### src/rtl/mxint_cast_fifo_pkg.sv
// Shared helpers for the MXINT precision cast and its block FIFO: exponent bias,
// mantissa saturation limits and the wide working type used by the cast datapath.
package mxint_cast_fifo_pkg;

  localparam int WIDE_WIDTH = 32;

  // Wide signed working type; mantissas are sign-extended into it before shifting.
  typedef logic signed [WIDE_WIDTH-1:0] wide_t;

  typedef struct packed {
    logic ovf;
    logic unf;
  } exp_flags_t;

  function automatic int bias(input int w);
    return (1 << (w - 1)) - 1;
  endfunction

  function automatic int man_max(input int w);
    return (1 << (w - 1)) - 1;
  endfunction

  function automatic int man_min(input int w);
    return -(1 << (w - 1));
  endfunction

endpackage

### src/rtl/mx_block_fifo.sv
// Circular-buffer block FIFO with first-word-fall-through head, registered
// full/valid flags and an occupancy counter running 0..DEPTH.
module mx_block_fifo #(
  parameter int WIDTH = 8,
  parameter int DEPTH = 8
) (
  input  logic             clk,
  input  logic             rst,
  input  logic [WIDTH-1:0] in_data,
  input  logic             in_valid,
  output logic             in_ready,
  output logic [WIDTH-1:0] out_data,
  output logic             out_valid,
  input  logic             out_ready
);

  localparam int PW = (DEPTH > 1) ? $clog2(DEPTH) : 1;
  localparam int CW = $clog2(DEPTH + 1);
  localparam logic [PW-1:0] PTR_LAST = PW'(DEPTH - 1);
  localparam logic [CW-1:0] CNT_FULL = CW'(DEPTH);

  logic [WIDTH-1:0] mem [DEPTH];
  logic [PW-1:0]    wr_ptr;
  logic [PW-1:0]    rd_ptr;
  logic [CW-1:0]    count;
  logic [CW-1:0]    count_next;
  logic             full_q;
  logic             valid_q;
  logic             wr_en;
  logic             rd_en;

  function automatic logic [PW-1:0] ptr_inc(input logic [PW-1:0] p);
    return (p == PTR_LAST) ? '0 : p + PW'(1);
  endfunction

  // A full FIFO refuses the write even if the head is popped in the same cycle.
  assign in_ready  = !full_q;
  assign out_valid = valid_q;
  assign wr_en     = in_valid && !full_q;
  assign rd_en     = valid_q && out_ready;
  assign out_data  = valid_q ? mem[rd_ptr] : '0;

  always_comb begin
    count_next = count;
    case ({wr_en, rd_en})
      2'b10:   count_next = count + CW'(1);
      2'b01:   count_next = count - CW'(1);
      default: count_next = count;
    endcase
  end

  always_ff @(posedge clk or posedge rst) begin
    if (rst) begin
      wr_ptr  <= '0;
      rd_ptr  <= '0;
      count   <= '0;
      full_q  <= 1'b0;
      valid_q <= 1'b0;
    end else begin
      if (wr_en) wr_ptr <= ptr_inc(wr_ptr);
      if (rd_en) rd_ptr <= ptr_inc(rd_ptr);
      count   <= count_next;
      full_q  <= (count_next == CNT_FULL);
      valid_q <= (count_next != '0);
    end
  end

  always_ff @(posedge clk) begin
    if (wr_en) mem[wr_ptr] <= in_data;
  end

endmodule

### src/rtl/mxint_cast_fifo.sv
// MXINT block precision cast (one register stage) feeding a DEPTH-entry block FIFO.
// Define MXINT_CAST_FIFO_ROUND_EN for round-to-nearest-even narrowing; otherwise narrowing truncates.
module mxint_cast_fifo
  import mxint_cast_fifo_pkg::*;
#(
  parameter int IN_MAN_WIDTH  = 8,
  parameter int IN_EXP_WIDTH  = 8,
  parameter int OUT_MAN_WIDTH = 8,
  parameter int OUT_EXP_WIDTH = 8,
  parameter int BLOCK_SIZE    = 4,
  parameter int DEPTH         = 8
) (
  input  logic                     clk,
  input  logic                     rst,
  input  logic [IN_MAN_WIDTH-1:0]  mdata_in [BLOCK_SIZE],
  input  logic [IN_EXP_WIDTH-1:0]  edata_in,
  input  logic                     data_in_valid,
  output logic                     data_in_ready,
  output logic [OUT_MAN_WIDTH-1:0] mdata_out [BLOCK_SIZE],
  output logic [OUT_EXP_WIDTH-1:0] edata_out,
  output logic                     data_out_valid,
  input  logic                     data_out_ready
);

  typedef logic [OUT_MAN_WIDTH-1:0] man_out_t;

  localparam int    BIAS_IN  = bias(IN_EXP_WIDTH);
  localparam int    BIAS_OUT = bias(OUT_EXP_WIDTH);
  localparam int    EXP_MAX  = (1 << OUT_EXP_WIDTH) - 1;
  localparam int    SH_L     = (OUT_MAN_WIDTH > IN_MAN_WIDTH) ? OUT_MAN_WIDTH - IN_MAN_WIDTH : 0;
  localparam int    SH_R     = (IN_MAN_WIDTH > OUT_MAN_WIDTH) ? IN_MAN_WIDTH - OUT_MAN_WIDTH : 0;
  localparam int    FW       = OUT_EXP_WIDTH + OUT_MAN_WIDTH * BLOCK_SIZE;
  localparam wide_t MAN_MAX  = wide_t'(man_max(OUT_MAN_WIDTH));
  localparam wide_t MAN_MIN  = wide_t'(man_min(OUT_MAN_WIDTH));
`ifdef MXINT_CAST_FIFO_ROUND_EN
  // With no right shift the half value stays 1 so an empty remainder never rounds.
  localparam wide_t RND_HALF = wide_t'(1) << ((SH_R > 0) ? SH_R - 1 : 0);
  localparam wide_t RND_MASK = (wide_t'(1) << SH_R) - wide_t'(1);
`endif

  wide_t                    exp_sum;
  exp_flags_t               flags;
  man_out_t                 m_cast [BLOCK_SIZE];
  logic [OUT_EXP_WIDTH-1:0] e_cast;

  logic                     alive;
  logic                     cast_valid;
  man_out_t                 cast_m [BLOCK_SIZE];
  logic [OUT_EXP_WIDTH-1:0] cast_e;
  logic                     accept;
  logic                     fifo_push;
  logic                     fifo_not_full;
  logic [FW-1:0]            fifo_din;
  logic [FW-1:0]            fifo_dout;

  always_comb begin
    wide_t m_wide;
    wide_t m_q;
`ifdef MXINT_CAST_FIFO_ROUND_EN
    wide_t m_rem;
`endif
    exp_sum   = wide_t'(edata_in) - wide_t'(BIAS_IN) + wide_t'(BIAS_OUT);
    flags.ovf = (exp_sum > EXP_MAX);
    flags.unf = (exp_sum < 0);
    if (flags.ovf)      e_cast = '1;
    else if (flags.unf) e_cast = '0;
    else                e_cast = exp_sum[OUT_EXP_WIDTH-1:0];

    for (int i = 0; i < BLOCK_SIZE; i++) begin
      m_wide = wide_t'(signed'(mdata_in[i]));
      if (SH_L > 0) m_q = m_wide <<< SH_L;
      else          m_q = m_wide >>> SH_R;
`ifdef MXINT_CAST_FIFO_ROUND_EN
      m_rem = m_wide & RND_MASK;
      if ((m_rem > RND_HALF) || ((m_rem == RND_HALF) && m_q[0])) m_q = m_q + wide_t'(1);
`endif
      if (m_q > MAN_MAX)      m_q = MAN_MAX;
      else if (m_q < MAN_MIN) m_q = MAN_MIN;
      // Exponent out of range overrides the shifted mantissa; zero stays zero on overflow.
      if (flags.ovf) begin
        if (m_wide == '0)     m_q = '0;
        else if (m_wide < 0)  m_q = MAN_MIN;
        else                  m_q = MAN_MAX;
      end else if (flags.unf) begin
        m_q = '0;
      end
      m_cast[i] = m_q[OUT_MAN_WIDTH-1:0];
    end
  end

  // alive keeps the input closed while reset is held and opens it after release.
  assign data_in_ready = alive && (!cast_valid || fifo_not_full);
  assign accept        = data_in_valid && data_in_ready;
  assign fifo_push     = cast_valid && fifo_not_full;

  always_ff @(posedge clk or posedge rst) begin
    if (rst) begin
      alive      <= 1'b0;
      cast_valid <= 1'b0;
      cast_e     <= '0;
      for (int i = 0; i < BLOCK_SIZE; i++) cast_m[i] <= '0;
    end else begin
      alive <= 1'b1;
      if (accept) begin
        cast_valid <= 1'b1;
        cast_e     <= e_cast;
        for (int i = 0; i < BLOCK_SIZE; i++) cast_m[i] <= m_cast[i];
      end else if (fifo_push) begin
        cast_valid <= 1'b0;
      end
    end
  end

  always_comb begin
    fifo_din = '0;
    for (int i = 0; i < BLOCK_SIZE; i++) fifo_din[i*OUT_MAN_WIDTH +: OUT_MAN_WIDTH] = cast_m[i];
    fifo_din[FW-1 -: OUT_EXP_WIDTH] = cast_e;
  end

  mx_block_fifo #(
    .WIDTH (FW),
    .DEPTH (DEPTH)
  ) u_fifo (
    .clk       (clk),
    .rst       (rst),
    .in_data   (fifo_din),
    .in_valid  (cast_valid),
    .in_ready  (fifo_not_full),
    .out_data  (fifo_dout),
    .out_valid (data_out_valid),
    .out_ready (data_out_ready)
  );

  always_comb begin
    for (int i = 0; i < BLOCK_SIZE; i++) mdata_out[i] = fifo_dout[i*OUT_MAN_WIDTH +: OUT_MAN_WIDTH];
    edata_out = fifo_dout[FW-1 -: OUT_EXP_WIDTH];
  end

endmodule

### config.mk
export PLATFORM = sky130hd
export DESIGN_NAME = mxint_cast_fifo
export DESIGN_NICKNAME = d
export VERILOG_FILES = /design/src/rtl/mxint_cast_fifo_pkg.sv /design/src/rtl/mx_block_fifo.sv /design/src/rtl/mxint_cast_fifo.sv
export SDC_FILE = /design/constraint.sdc
export NUM_CORES = 1
export LEC_CHECK = 0
export ABC_CLOCK_PERIOD_IN_PS = 6800
export CORE_UTILIZATION = 45
export DETAILED_ROUTE_END_ITERATION = 12
export GPL_TIMING_DRIVEN = 1
export PLACE_DENSITY = 0.69
export SKIP_CTS_REPAIR_TIMING = 1
export SYNTH_ARGS = -nofsm -noshare
export SYNTH_HDL_FRONTEND = slang
export SYNTH_SLANG_ARGS = --single-unit
### constraint.sdc
create_clock -name clk -period 6.8 [get_ports clk]
set_input_delay 1.36 -clock clk [delete_from_list [all_inputs] [get_ports clk]]
set_output_delay 1.36 -clock clk [all_outputs]
set_load 0.05 [all_outputs]
Word-level counts from Yosys, hierarchy flattened
Memory sizes are Yosys's and may differ from the RTL's.
Index checks and enable logic that the tools add are counted.
{ "totals": {"ff_bits": 54, "out_inout_bits": 42, "elab_cells": 85, "mem_bits_rw": 320, "mem_count": 1} }
{ "op_classes": {"add_sub_neg": 6, "eq_ne": 5, "n_lt_le_gt_ge": 14, "reduce_logical": 13, "n_mux": 34} }
{ "mem_list": {"columns": ["name", "depth", "width", "rd", "rd_ports_with_merged_regs", "write_ports", "line", "source"], "rows": [
  ["u_fifo.mem", 8, 40, 1, 0, 1, "mx_block_fifo.sv:22", "logic [WIDTH-1:0] mem [DEPTH];"]
]} }
{ "op_table": {"columns": ["operator", "count"], "rows": [
  ["2-to-1 mux 8 bit", 26],
  ["zero test 32 bit", 4],
  ["2-to-1 mux 40 bit", 1],
  ["greater-than comparator 8 bit (second input constant)", 4],
  ["< comparator 8 x 1 -> 1 bit (second input constant)", 4],
  ["< comparator 8 bit (second input constant)", 4],
  ["adder 9 x 8 -> 10 bit (second input constant)", 1],
  ["greater-than comparator 10 x 9 -> 1 bit (second input constant)", 1],
  ["< comparator 10 x 1 -> 1 bit (second input constant)", 1],
  ["subtractor 8 x 7 -> 9 bit (second input constant)", 1],
  ["one-hot mux 4 bit (2 select lines)", 1],
  ["adder 3 x 1 -> 3 bit (second input constant)", 2],
  ["== test 3 bit (second input constant)", 2],
  ["2-to-1 mux 3 bit", 2],
  ["adder 4 x 1 -> 4 bit (second input constant)", 1],
  ["== test 4 bit (second input constant)", 1],
  ["logical AND 1 bit", 4],
  ["2-to-1 mux 1 bit", 4],
  ["nonzero test 4 bit", 1],
  ["subtractor 4 x 1 -> 4 bit (second input constant)", 1],
  ["== test 2 x 1 -> 1 bit (second input constant)", 1],
  ["== test 2 bit (second input constant)", 1],
  ["zero test 1 bit", 2],
  ["nonzero test 2 bit", 1],
  ["logical OR 1 bit", 1]
]} }

Depth between registers and ports, before layout
{ "depth": {"word_depth": 5, "ltp_mapped": 10, "depth_no_buf": 10} }

By module
From an unflattened synthesis, not the netlist that was laid out.
{ "hier_totals": {"hier_cells": 839, "area_unflattened_um2": 15317.2} }
{ "modules_own_cells": {"columns": ["mod", "area_per_inst_um2", "seq_area_each_um2", "cells_each", "n_inst"], "rows": [
  ["mx_block_fifo", 12896.1, 9909.5, 584, 1],
  ["mxint_cast_fifo", 2421.1, 1051.0, 255, 1]
]} }

Worst setup path before layout
Ideal clock, no wire load.
{ "synth_timing": {"path_type": "flip-flop to flip-flop", "startpoint": "register u_fifo.full_q", "endpoint": "memory u_fifo.mem[0][0] (netlist bit), enable pin", "setup_slack_ps": 1734, "path_stages_with_launch": 4, "t_arrival_ps": 4529, "required_time_ps": 6263, "cell_sequence": "dfrtp_1 nand2b_1 clkbuf_1 nor4_1"} }
{ "synth_via": {"elab_chain_len": 4} }
{ "synth_rtl": {"columns": ["item", "line", "source"], "rows": [
  ["from (decl)", "mx_block_fifo.sv:27", "logic full_q;"],
  ["from (signal assigned)", "mx_block_fifo.sv:63", "full_q <= (count_next == CNT_FULL);"],
  ["zero test 1 bit", "mx_block_fifo.sv:39", "assign wr_en = in_valid && !full_q;"],
  ["logical AND 1 bit", "mx_block_fifo.sv:39", null],
  ["2-to-1 mux 1 bit", "mx_block_fifo.sv:69", "if (wr_en) mem[wr_ptr] <= in_data;"],
  ["2-to-1 mux 1 bit (implied by the code)", "mx_block_fifo.sv:69", null],
  ["to (decl)", "mx_block_fifo.sv:22", null]
]} }
No other way between the ends.

==> results.yml <==
outcome:
  outcome: "finished clean"
layout:
  nets: 940
  drive_above_1_share: 0.2031
  diodes: 0
  fillers: 2521
  design_area_sq_mm: 0.01780
  final_cells: 1358
  syn_to_final_growth_pct: 17.65
floorplan:
  fp.dieH_um: 185.4
  ioPinCount: 86
  fp.dieW_um: 185.4
  core_sq_mm: 0.03278
  rows: 66
  start_util: 0.4616
  dieArea_sq_mm: 0.03436
routing:
  route.detailed.drc: 0
  first_pass_iters: 5
  final_antenna_net_count: 0
  wl_per_cell_um: 22.44
  vias_per_cell: 5.605
  via_count: 7612
  drtIter0Drc: 583
  wl_mm: 30.48
clocking:
  root_buffer: "clkbuf_16"
  clkLatencyLatePin_ns: 0.52
  cts_max_level: 2
  cts.clk_slew.worst_paths_ns: 0.06
  cts_buffers: 38
  cts_tree: "done"
  cts.path.max_buffers: 3
  cts_sinks: 374
sta:
  grt_setup_unrepaired: "false"
  tns_ns: 0
  hold_violations: 0
  slew_headroom: 0.2891
  skew_ns: 0.01188
  min_period_over_period: 0.7667
  fmax_mhz: 191.8
  layout_min_cycle_time_ns: 5.214
  holdWs_ns: 0.5172
  setup-violations-final: 0
  drv_slew: 0
  tightest_slew_ns: 1.066
place:
  dpl.cell_count: 1288
  gp_congestion: 0.7684
  dpl-instance-area_sq_mm: 0.01650
  port_buffers: 85
  dp_hpwl_mm: 17.07
yosys:
  netlist_area_sq_mm: 0.01513
  synth.distinct_cells: 57
  ys_seq_elements: 374
  synth-main-ff-cell: "edfxtp_1"
  postSynthCellCount: 788
  synth_edf_count: 320
  async_flop_share: 0.1444
  avgSynthCellArea_sq_um: 19.20
  ys_seq_area_frac: 0.7243
  ys_warn_count: 0
  syn-num-nets: 842
setup_path:
  cp-end-kind: "output pin"
  rr_startpoint: "u_fifo.full_q"
  critPathRequiredTime_ns: 5.44
  crit_slowest_cell: "dfrtp_4"
  worstPathArrival_ns: 3.85
  slowest_delay_ns: 1.13
  cp_max_fo: 53
  path_cells: "buf_4 > mux4_2 > mux2i_1 > nor2b_1 > clkdlybuf4s50_1"
  critPathLaunchType: "register"
  startpoint: "u_fifo.rd_ptr[0]"
  path_class: "reg -> out"
  r2r_cells: 9
global_routing:
  grt_use_total: 0.1863
  grt_max_degree: 59
  grt_pass1_wl_mm: 46.53
  first_global_vias: 7700
  antenna_found_initial: 0
  grt.overflow.total: 0
min_path:
  min_from: "u_fifo.full_q"
  min_path_cells: 2
  hold_class: "reg -> reg"
power_and_ir_drop:
  p_leak_nw: 5.909
  cellPowerDensity_mw_per_mm2: 438.3
  ir_drop_v: 0.0002799
job:
  max_cap_viol_count: 0
-- kinds of logic after synthesis --
logic type | share of synthesized area
flops | 0.7243
fa+ha+maj | 0.008765
other cells | 0.0002478
mux | 0.1485
xor+xnor | 0.005788
buf+inv | 0.01546
simple gates | 0.04969
compound gates | 0.04721
-- layer usage --
| layer | GRT usage | share of wire | vias up |
|---|---|---|---|
| li1 | - | - | 3384 |
| met4 | 0.04926 | 0.018 | 0 |
| met3 | 0.02556 | 0.049 | 48 |
| met2 | 0.3055 | 0.49 | 195 |
| met1 | 0.2628 | 0.44 | 3985 |
| met5 | 0 | 0 | - |
-- flip-flops by register name (all words and copies together), names as in the netlist --
signal / flops
u_fifo.full_q: 1
alive: 1
u_fifo.out_valid: 1
cast_e: 8
u_fifo.count: 4
cast_valid: 1
u_fifo.mem: 320
u_fifo.rd_ptr: 3
u_fifo.wr_ptr: 3
cast_m: 32
-- cells in the final DEF, fill, tap and decap left out, types with 10 or more instances in the layout --
cell	netlist	layout
edfxtp_1	320	320
nor2b_1	40	40
mux4_2	80	80
clkbuf_1	24	10
dfrtp_1	54	51
clkdlybuf4s50_1	0	85
nand2_1	19	19
o221a_1	28	28
nor2_1	26	23
buf_4	1	14
clkbuf_16	0	41
mux2i_1	40	40
a21oi_1	18	18
o21ai_0	15	15
-- cell usage after synthesis, drive strengths merged (2+ instances only) --
master	instances	area (sq um)
nor2b	40	250.2
nand2	20	82.58
o211ai	6	82.57
nand4	2	12.51
buf	17	106.4
edfxtp	320	9609
a211oi	2	15.01
mux4	80	1802
inv	10	37.54
nand3	3	20.02
and2	2	15.02
mux2	4	45.04
a21o	5	37.54
nand2b	9	56.30
nor3	13	70.07
clkbuf	24	90.09
nor2	30	132.6
dfrtp	54	1351
ha	9	112.6
o21ai	16	83.83
nor4	7	43.79
o221a	28	315.3
nand3b	2	15.01
xnor2	7	61.31
a21oi	19	98.85
mux2i	40	400.4
xor2	3	26.28
-- path summary, 6_finish.rpt --
| check | endpoint | slack (ns) |
|---|---|---|
| min in group asynchronous | u_fifo.count[3] | 1.37 |
| worst max-delay path | mdata_out[24] | 1.59 |
| worst min-delay path | cast_valid | 0.52 |
| max in group asynchronous | u_fifo.rd_ptr[1] | 4.88 |
| worst min register to register | cast_valid | 0.52 |
| worst max register to register | u_fifo.out_valid | 4.41 |
-- where the power goes --
part,internal (W),switching [W],leakage [nW]
Sequential,0.00282,0.000327,3.53
Clock,0.00129,0.000830,0.621
Combinational,0.00108,0.00145,1.76
Total,0.00519,0.00261,5.91
-- per-stage QoR --
step / total power [W] / util / worst slack (ns)
after floorplan: 0.004944 / - / 1.734
after global placement: 0.005744 / 0.5034 / 2.066
after detailed placement: 0.005769 / 0.5034 / 2.087
after CTS: 0.007885 / 0.5430 / 1.512
after global routing: 0.008122 / 0.5430 / 1.378
final: 0.007803 / 0.5430 / 1.586
-- area by class of cell --
class | count | area, sq um | share of cell area
flip-flops and latches | 374 | 10970 | 0.6162
repair buffers | 99 | 955.9 | 0.05370
clock buffers | 54 | 1105 | 0.06206
well taps | 442 | 553.0 | 0.03107
inverters | 10 | 37.54 | 0.002109
multi-input cells | 363 | 3988 | 0.2240
clock inverters | 16 | 193.9 | 0.01089
-- worst max-delay path, delay by kind of cell (launching register included) --
| family | cells | cell delay [ns] |
|---|---|---|
| buffers and inverters | 2 | 1.16 |
| flip-flops | 1 | 1.13 |
| multiplexers | 2 | 0.93 |
| AND/OR/NAND/NOR | 1 | 0.09 |
Power figures use the tool's default switching activity.
